--- src/rtl/conc_trace_pkg.sv ---
// Shared types and sizing helpers for the concolic trace recorder.
// Optional feature macro: CONC_TRACE_TIMESTAMP_EN (adds a 32-bit cycle stamp to each record).
package conc_trace_pkg;

  typedef enum logic [1:0] {
    IDLE    = 2'd0,
    CAPTURE = 2'd1,
    DRAIN   = 2'd2
  } state_e;

  localparam int DROP_W     = 16;
  localparam int STAMP_W    = 32;
  localparam int ADDR_W_DEF = 20;
  localparam int DATA_W_DEF = 31;

  // Record width for a given bus geometry; the stamp is present only when enabled.
  function automatic int rec_w(input int aw, input int dw);
`ifdef CONC_TRACE_TIMESTAMP_EN
    return STAMP_W + 2 + aw + dw;
`else
    return 2 + aw + dw;
`endif
  endfunction

  // Record layout for the default b14-class bus geometry.
  typedef struct packed {
`ifdef CONC_TRACE_TIMESTAMP_EN
    logic [STAMP_W-1:0]    stamp;
`endif
    logic                  wr;
    logic                  rd;
    logic [ADDR_W_DEF-1:0] addr;
    logic [DATA_W_DEF-1:0] datao;
  } rec_t;

endpackage

--- src/rtl/conc_trace_fifo.sv ---
// Circular trace buffer: DEPTH x W entries, count-based full/empty.
// A push into a full buffer is accepted only when a pop happens on the same edge.
module conc_trace_fifo #(
  parameter int DEPTH = 64,
  parameter int W     = 53
) (
  input  logic         clock,
  input  logic         reset,
  input  logic         push,
  input  logic         pop,
  input  logic [W-1:0] din,
  output logic         full,
  output logic         empty,
  output logic [W-1:0] head
);

  localparam int AW = $clog2(DEPTH);

  logic [W-1:0]  mem_q [DEPTH];
  logic [AW-1:0] wptr_q, rptr_q;
  logic [AW:0]   cnt_q;
  logic          do_push, do_pop;

  assign full    = (cnt_q == (AW+1)'(DEPTH));
  assign empty   = (cnt_q == '0);
  assign do_pop  = pop && !empty;
  assign do_push = push && (!full || do_pop);
  assign head    = mem_q[rptr_q];

  // Pointer and occupancy bookkeeping; pointers wrap naturally at DEPTH.
  always_ff @(posedge clock or negedge reset) begin
    if (!reset) begin
      wptr_q <= '0;
      rptr_q <= '0;
      cnt_q  <= '0;
    end else begin
      if (do_push) wptr_q <= wptr_q + 1'b1;
      if (do_pop)  rptr_q <= rptr_q + 1'b1;
      case ({do_push, do_pop})
        2'b10:   cnt_q <= cnt_q + 1'b1;
        2'b01:   cnt_q <= cnt_q - 1'b1;
        default: cnt_q <= cnt_q;
      endcase
    end
  end

  // Storage array; contents are not reset, only the pointers are.
  always_ff @(posedge clock) begin
    if (do_push) mem_q[wptr_q] <= din;
  end

endmodule

--- src/rtl/conc_trace_recorder.sv ---
// Capture end of the stimulus-replay path: samples the DUT bus each clock,
// records change events into a circular buffer and drains them over valid/ready.
// Optional feature macro: CONC_TRACE_TIMESTAMP_EN (cycle stamp in each record).
module conc_trace_recorder
  import conc_trace_pkg::*;
#(
  parameter int DEPTH      = 64,
  parameter int ADDR_W     = 20,
  parameter int DATA_W     = 31,
  parameter int MAX_CYCLES = 500,
  localparam int REC_W     = rec_w(ADDR_W, DATA_W)
) (
  input  logic              clock,
  input  logic              reset,
  input  logic              start,
  input  logic              stop,
  input  logic [ADDR_W-1:0] dut_addr,
  input  logic [DATA_W-1:0] dut_datao,
  input  logic              dut_rd,
  input  logic              dut_wr,
  output logic              rec_valid,
  input  logic              rec_ready,
  output logic [REC_W-1:0]  rec_data,
  output logic              busy,
  output logic              overflow,
  output logic [DROP_W-1:0] drop_count,
  output logic [31:0]       cycle
);

  localparam int          SMP_W = 2 + ADDR_W + DATA_W;
  localparam logic [31:0] LAST  = 32'(MAX_CYCLES - 1);

  state_e             state_q;
  logic               first_q;
  logic [SMP_W-1:0]   prev_q;
  logic [31:0]        cycle_q;
  logic               ovf_q;
  logic [DROP_W-1:0]  drop_q;

  logic [SMP_W-1:0]   smp_d;
  logic [REC_W-1:0]   rec_d;
  logic [REC_W-1:0]   head;
  logic               full, empty, push, pop, drop;

  assign smp_d = {dut_wr, dut_rd, dut_addr, dut_datao};
`ifdef CONC_TRACE_TIMESTAMP_EN
  assign rec_d = {cycle_q, smp_d};
`else
  assign rec_d = smp_d;
`endif

  // Change detector: first window cycle, any bus change, or an active strobe.
  assign push = (state_q == CAPTURE) &&
                (first_q || (smp_d != prev_q) || dut_rd || dut_wr);
  assign pop  = !empty && rec_ready;
  assign drop = push && full && !pop;

  conc_trace_fifo #(
    .DEPTH (DEPTH),
    .W     (REC_W)
  ) u_fifo (
    .clock (clock),
    .reset (reset),
    .push  (push),
    .pop   (pop),
    .din   (rec_d),
    .full  (full),
    .empty (empty),
    .head  (head)
  );

  // Window FSM with cycle counter, previous-sample register and drop accounting.
  always_ff @(posedge clock or negedge reset) begin
    if (!reset) begin
      state_q <= IDLE;
      first_q <= 1'b0;
      prev_q  <= '0;
      cycle_q <= '0;
      ovf_q   <= 1'b0;
      drop_q  <= '0;
    end else begin
      case (state_q)
        IDLE: begin
          // stop wins over a simultaneous start
          if (start && !stop) begin
            state_q <= CAPTURE;
            first_q <= 1'b1;
            cycle_q <= '0;
            ovf_q   <= 1'b0;
            drop_q  <= '0;
          end
        end
        CAPTURE: begin
          first_q <= 1'b0;
          prev_q  <= smp_d;
          cycle_q <= cycle_q + 32'd1;
          if (drop) begin
            ovf_q <= 1'b1;
            if (drop_q != '1) drop_q <= drop_q + 1'b1;
          end
          if (stop || (cycle_q == LAST)) state_q <= DRAIN;
        end
        DRAIN: begin
          if (empty) state_q <= IDLE;
        end
        default: state_q <= IDLE;
      endcase
    end
  end

  assign rec_valid  = !empty;
  assign rec_data   = empty ? '0 : head;
  assign busy       = (state_q != IDLE);
  assign overflow   = ovf_q;
  assign drop_count = drop_q;
  assign cycle      = cycle_q;

endmodule

--- config.mk ---
export PLATFORM = sky130hd
export DESIGN_NAME = conc_trace_recorder
export DESIGN_NICKNAME = d
export VERILOG_FILES = /design/src/rtl/conc_trace_pkg.sv /design/src/rtl/conc_trace_fifo.sv /design/src/rtl/conc_trace_recorder.sv
export SDC_FILE = /design/constraint.sdc
export NUM_CORES = 2
export LEC_CHECK = 0
export BUFFER_PORTS_ARGS = -buffer_cell sky130_fd_sc_hd__buf_2
export CAP_MARGIN = 10
export CORE_ASPECT_RATIO = 0.9
export CORE_MARGIN = 2
export CORE_UTILIZATION = 35
export CTS_CLUSTER_DIAMETER = 120
export DETAILED_ROUTE_END_ITERATION = 6
export GPL_ROUTABILITY_DRIVEN = 0
export PLACE_DENSITY = 0.52
export SLEW_MARGIN = 20
export SYNTH_ARGS = -nofsm -noshare
export SYNTH_HDL_FRONTEND = slang
export SYNTH_HIERARCHICAL = 1
export SYNTH_SLANG_ARGS = --single-unit
--- constraint.sdc ---
create_clock -name clock -period 5.49 [get_ports clock]
set_clock_uncertainty 0.1 [all_clocks]
set_input_delay 0.8235 -clock clock [delete_from_list [all_inputs] [get_ports clock]]
set_output_delay 0.8235 -clock clock [all_outputs]
set_load 0.03 [all_outputs]
---- After elaboration in Yosys (flattened, before gate mapping) ----
Memory sizes are Yosys's and may differ from the RTL's.
Index checks and enable logic that the tools add are counted.
cells by class
  add/subtract/negate cells ............... 6
  reductions and logical operators ........ 25
  muxes and demuxes ....................... 19
  equality and inequality tests ........... 13
operators by type and width
  kind                   count
  $pmux 32 s2            1
  $mux 53                1
  $ne 53x53->1           1
  $mux 16                3
  $add 32x1->32 const B  1
  $eq 32x9->1 const B    1
  $mux 32                1
  $pmux 16 s2            1
  $add 16x1->16 const B  1
  $ne 16x16->1 const B   1
  $pmux 7 s2             1
  $add 6x1->6 const B    2
  $add 7x1->7 const B    1
  $eq 7x7->1 const B     1
  $logic_and 1x1->1      7
  $logic_not 7->1        1
  $sub 7x1->7 const B    1
  $mux 2                 3
  $ne 2x2->1 const B     3
  $pmux 2 s3             1
  $reduce_and 3->1       2
  $reduce_bool 2->1      3
  $logic_or 1x1->1       5
  $mux 1                 5
  other kinds (8)        15
storage, ports and cells
  memories ................................ 1
  output and inout bits ................... 104
  register bits after elaboration ......... 124
  memory bits (writable) .................. 3392
memories
  memory        words  width  rd ports  clocked after memory_dff  wr ports  line                   RTL
  u_fifo.mem_q  64     53     1         0                         1         conc_trace_fifo.sv:19  logic [W-1:0] mem_q [DEPTH];

---- Longest topological paths before layout ----
  depth after elaboration ................. 9
  depth in mapped cells ................... 16

---- Hierarchy ----
The synthesis kept the hierarchy.
by module, submodules not included
  module               times used  cells each  area an instance (µm²)  seq. area each (µm²)
  conc_trace_fifo      1           5451        129708.2                102333.1
  conc_trace_recorder  1           691         5906.9                  2627.5

---- Worst setup path after synthesis ----
OpenSTA, ideal clock, no wires.
  kind .................................... input port to flip-flop
  start ................................... input dut_addr[12]
  end ..................................... memory u_fifo.mem_q[59][0], enable pin
  buffers on the path ..................... 2
  data required time ...................... 4.926 ns
  slack ................................... 0.183 ns
  arrival time ............................ 4.743 ns
  stages .................................. 11
  library setup time ...................... 0.464 ns
  cell sequence ........................... xnor2_1 -> nand4_1 -> nor3_1 -> and4_1 -> clkbuf_4 -> buf_2 -> nor2_1 -> o21ai_0 -> nor2_1 -> nand3_1 -> nor2_1
on the way
  word-level cells in the longest chain between the ends .. 8
RTL lines
  item                            line                       RTL
  start: declaration              conc_trace_recorder.sv:17  input logic [ADDR_W-1:0] dut_addr,
  $ne 53x53->1                    conc_trace_recorder.sv:54  (first_q || (smp_d != prev_q) || dut_rd || dut_wr);
  $logic_or 1x1->1 (3 in series)  conc_trace_recorder.sv:54
  $logic_and 1x1->1               conc_trace_recorder.sv:53  assign push = (state_q == CAPTURE) &&
  net push                        conc_trace_recorder.sv:43  logic full, empty, push, pop, drop;
  $logic_and 1x1->1               conc_trace_fifo.sv:27      assign do_push = push && (!full || do_pop);
  $mux 1                          conc_trace_fifo.sv:49      if (do_push) mem_q[wptr_q] <= din;
  $mux 1 (not written as such)    conc_trace_fifo.sv:49
  end: declaration                conc_trace_fifo.sv:19
The timed path passes the listed nets, and every way through them passes these cells.

---- Final worst setup path ----
  start ................................... register u_fifo.rptr_q[2]
  end ..................................... output rec_data[11]
on the way
  word-level cells in the longest chain between the ends .. 2
RTL lines
  item                      line                        RTL
  start: declaration        conc_trace_fifo.sv:20       logic [AW-1:0] wptr_q, rptr_q;
  start signal: assignment  conc_trace_fifo.sv:38       if (do_pop) rptr_q <= rptr_q + 1'b1;
  $mem_v2 64x53             -
  net head[11]              conc_trace_recorder.sv:42   logic [REC_W-1:0] head;
  $mux 53                   conc_trace_recorder.sv:112  assign rec_data = empty ? '0 : head;
  end: declaration          conc_trace_recorder.sv:23   output logic [REC_W-1:0] rec_data,
The timed path passes the listed nets, and every way through them passes these cells.

==> summary.txt <==
Status = finished, final reports clean
R2r setup slk = 0.48 ns
Slew HR = 14.8%
Syn_nets = 6210
Fill cells = 33317
Min Tclk post-route = 5.38 ns
Cells after DPL = 11536
VDD IR max = 0.000477 V
Final Hold Viols = 0
DP HPWL = 261000 µm
Share of Yosys cell area claimed by the top area cell type = 75.1%
First-pass DRT Iterations = 5
Startpoint Class = flop
Via count = 70518
Post-Synthesis Cells = 6142
Skew-Pair Late Insertion Delay = 0.97 ns
CP Class = flop to output pin
Max_cap viols = 0
Nets = 6867
Total global routing overflow = 0
CTS Sinks = 3516
Total routed wirelength = 438000 µm
Die width = 660 µm
Async S/R FF share, synth = 3.53%
Post-synth EDFFs = 3392
IO Port Bufs = 161
Unique masters post-synth = 67
Slew @ Worst Pin = 1.28 ns
Vias per cell = 5.76
Worst Hold Class = input pin to flop
Non-filler cells, final = 12253
Global Route Usage Sum = 22.0%
Avg Cell Area, Syn = 22.1 µm²
Synth Register Bits = 3516
Largest net degree at the start of global routing = 89
Power density cells = 511 nW/µm²
CTS root buf = clkbuf_16
CP endpoint = rec_data[11]
DIE AREA = 392000 µm²
Reg2reg path depth = 17
First-pass GRT wire length = 598000 µm
Final ANT Viol Nets = 0
CTS tree = yes
Yosys warnings = 6
M3 GR Usage = 3.97%
Area contributors post-synth = edfxtp_1 (75%), mux4_2 (15%), dfrtp_1 (2.3%), mux2i_1 (1.1%), nand2_1 (0.72%)
Die height = 595 µm
Sequential area share after synthesis = 77.4%
Worst Path Required = 4.57 ns
TritonCTS Buffers = 374
Setup violators final = 0
FMAX = 186 MHz
Max Root-Sink Buffers = 4
Fin. max-slew vios = 0
Total core area = 385000 µm²
Worst Setup SP = u_fifo/rptr_q[2]
Crit end category = output pin
R2r startpoint = prev_q[10]
H-tree Lvls = 5
Vias in the first global route = 69536
Max FO, Critical Path = 20
Met2 Use GR = 34.7%
Clock Pin Slew Worst Setup and Hold Paths = 0.07 ns
Post-synth top area cell = edfxtp_1
DR iter-0 viols = 9266
Grt peak-use layer = met2
Area grow syn2layout = 18.1%
Leak = 50.9 nW
Share of layout cells above drive strength 1 = 30.5%
Hold_ws = 0.0784 ns
Wire per inst = 35.7 µm
Initial antenna violation count = 42
Tcrit/Tclk final = 98.0%
CP arrival = 4.46 ns
Rows = 216
Initial Util = 35.2%
Synthesized area = 136000 µm²
Reg2Reg Capture Point = u_fifo/cnt_q[6]
Main synth FF type = edfxtp_1
DRC viols = 0
Met1 Resource Use GR = 31.2%
Boundary Pins = 162
## placed cells by master, fill, tap and decap left out, types with 27 or more instances in the layout
| cell type | count |
|---|---|
| mux4_2 | 905 |
| buf_12 | 176 |
| nor3_1 | 31 |
| a22oi_1 | 52 |
| buf_2 | 160 |
| nand4_1 | 35 |
| a211oi_1 | 27 |
| clkinv_2 | 67 |
| a221oi_1 | 42 |
| nor2b_1 | 62 |
| nor2_4 | 68 |
| nand3_1 | 32 |
| clkbuf_16 | 378 |
| mux2i_1 | 155 |
| clkbuf_1 | 64 |
| xnor2_1 | 60 |
| a21oi_1 | 69 |
| o211ai_1 | 27 |
| dfrtp_1 | 118 |
| edfxtp_1 | 3392 |
| o21ai_0 | 147 |
| clkinv_1 | 86 |
| nor2_1 | 46 |
| buf_4 | 261 |
| nand2_1 | 258 |
| bufinv_16 | 47 |
## critical path, cell delays in order, from the launching register on
cell and delay [ns]:
dfrtp_4 0.70, inv_6 0.16, buf_4 0.59, mux2i_1 0.22, o21ai_0 0.44, o21ai_0 0.19
a21oi_1 0.31, buf_4 0.26, nor2b_1 0.33, buf_2 0.27
## cell usage after synthesis, types with 19 or more instances
| cell type | number |
|---|---|
| a211oi_1 | 28 |
| a21oi_1 | 70 |
| a221oi_1 | 43 |
| a22oi_1 | 52 |
| a31oi_1 | 19 |
| buf_1 | 24 |
| buf_2 | 104 |
| buf_4 | 31 |
| clkbuf_1 | 160 |
| dfrtp_1 | 124 |
| edfxtp_1 | 3392 |
| mux2i_1 | 155 |
| mux4_2 | 905 |
| nand2_1 | 261 |
| nand3_1 | 32 |
| nand4_1 | 35 |
| nor2_1 | 116 |
| nor2b_1 | 64 |
| nor3_1 | 37 |
| o211ai_1 | 27 |
| o21ai_0 | 152 |
| o221ai_1 | 23 |
| o22ai_1 | 24 |
| xnor2_1 | 62 |
## state kept, by name, indices dropped and copies added (netlist names)
signal and count:
prev_q 53, state_q 2, u_fifo/rptr_q 6, u_fifo/cnt_q 7, u_fifo/mem_q 3392, first_q 1, u_fifo/wptr_q 6, overflow 1
drop_count 16, cycle 32
## how the worst min path moves through the flow
stage | slack, ns | to | cells after the start | startpoint
after floorplan | 0.35 | prev_q[52] | 2 | prev_q[52]
after global placement | 0.38 | prev_q[35] | 2 | prev_q[35]
after detailed placement | 0.38 | overflow | 2 | overflow
after CTS | 0.003 | u_fifo/mem_q[63][2] | 1 | dut_datao[2]
after global routing | 0.05 | u_fifo/mem_q[63][2] | 1 | dut_datao[2]
final | 0.08 | u_fifo/mem_q[63][2] | 1 | dut_datao[2]
## stage by stage
| step | TNS (ns) | instance area, µm² | utilization, % | setup WS [ns] | total power [mW] |
|---|---|---|---|---|---|
| after global placement | -0.382 | 147000 | 38.2 | -0.351 | 56.7 |
| after detailed placement | 0 | 147000 | 38.3 | 0.113 | 56.7 |
| after CTS | 0 | 160000 | 41.6 | 0.00133 | 82.5 |
| after global routing | -0.0595 | 160000 | 41.6 | -0.0595 | 84.4 |
| final | 0 | 160000 | 41.6 | 0.111 | 81.8 |
| after floorplan | 0 | 136000 | - | 0.183 | 45.9 |
## logic make-up (layout without fill, tap and decap cells)
group / count (synthesis) / in the layout / synth area share [%]
AO/OA/AOI/OAI: 496 / 496 / 2.40
XOR/XNOR: 79 / 79 / 0.510
adder cells (fa/ha/maj): 10 / 10 / 0.0978
buffers and inverters: 343 / 1315 / 1.18
flip-flops: 3516 / 3516 / 77.4
multiplexers: 1062 / 1062 / 16.2
other: 0 / 16 / 0
AND/OR/NAND/NOR: 636 / 636 / 2.23
## what timing repair did
| action | CTS | global route |
|---|---|---|
| hold endpoints to repair | 46 | 0 |
| setup buffers | 8 | 0 |
| hold buffers | 1 | 0 |
| resized for setup | 11 | 8 |
| endpoints found under the setup margin | 24 | 7 |
| gates cloned | 1 | 1 |
## metal layers
layer | part of all wire (%) | vias to the layer above
met5 | 0.030 | -
met4 | 3.0 | 22
met3 | 7.9 | 647
met2 | 47 | 3291
met1 | 42 | 39246
li1 | - | 27312
## power by group
group / leakage [nW] / internal (mW) / switching, mW / total [mW]
clock: 6.08 / 15.0 / 10.7 / 25.7
combinational: 12.7 / 10.1 / 15.4 / 25.5
sequential: 32.1 / 30.0 / 0.559 / 30.6
## cell type report
type | count | area [µm²] | share of cell area (%)
diodes | 16 | 40.0 | 0.0250
repair buffers | 610 | 6560 | 4.10
well taps | 5123 | 6410 | 4.00
inverters | 14 | 57.6 | 0.0359
multi-input cells | 2283 | 29700 | 18.5
flip-flops and latches | 3516 | 105000 | 65.5
clock inverters | 238 | 2610 | 1.63
clock buffers | 453 | 9840 | 6.14
Note: power is estimated with default switching activity, not from simulation.
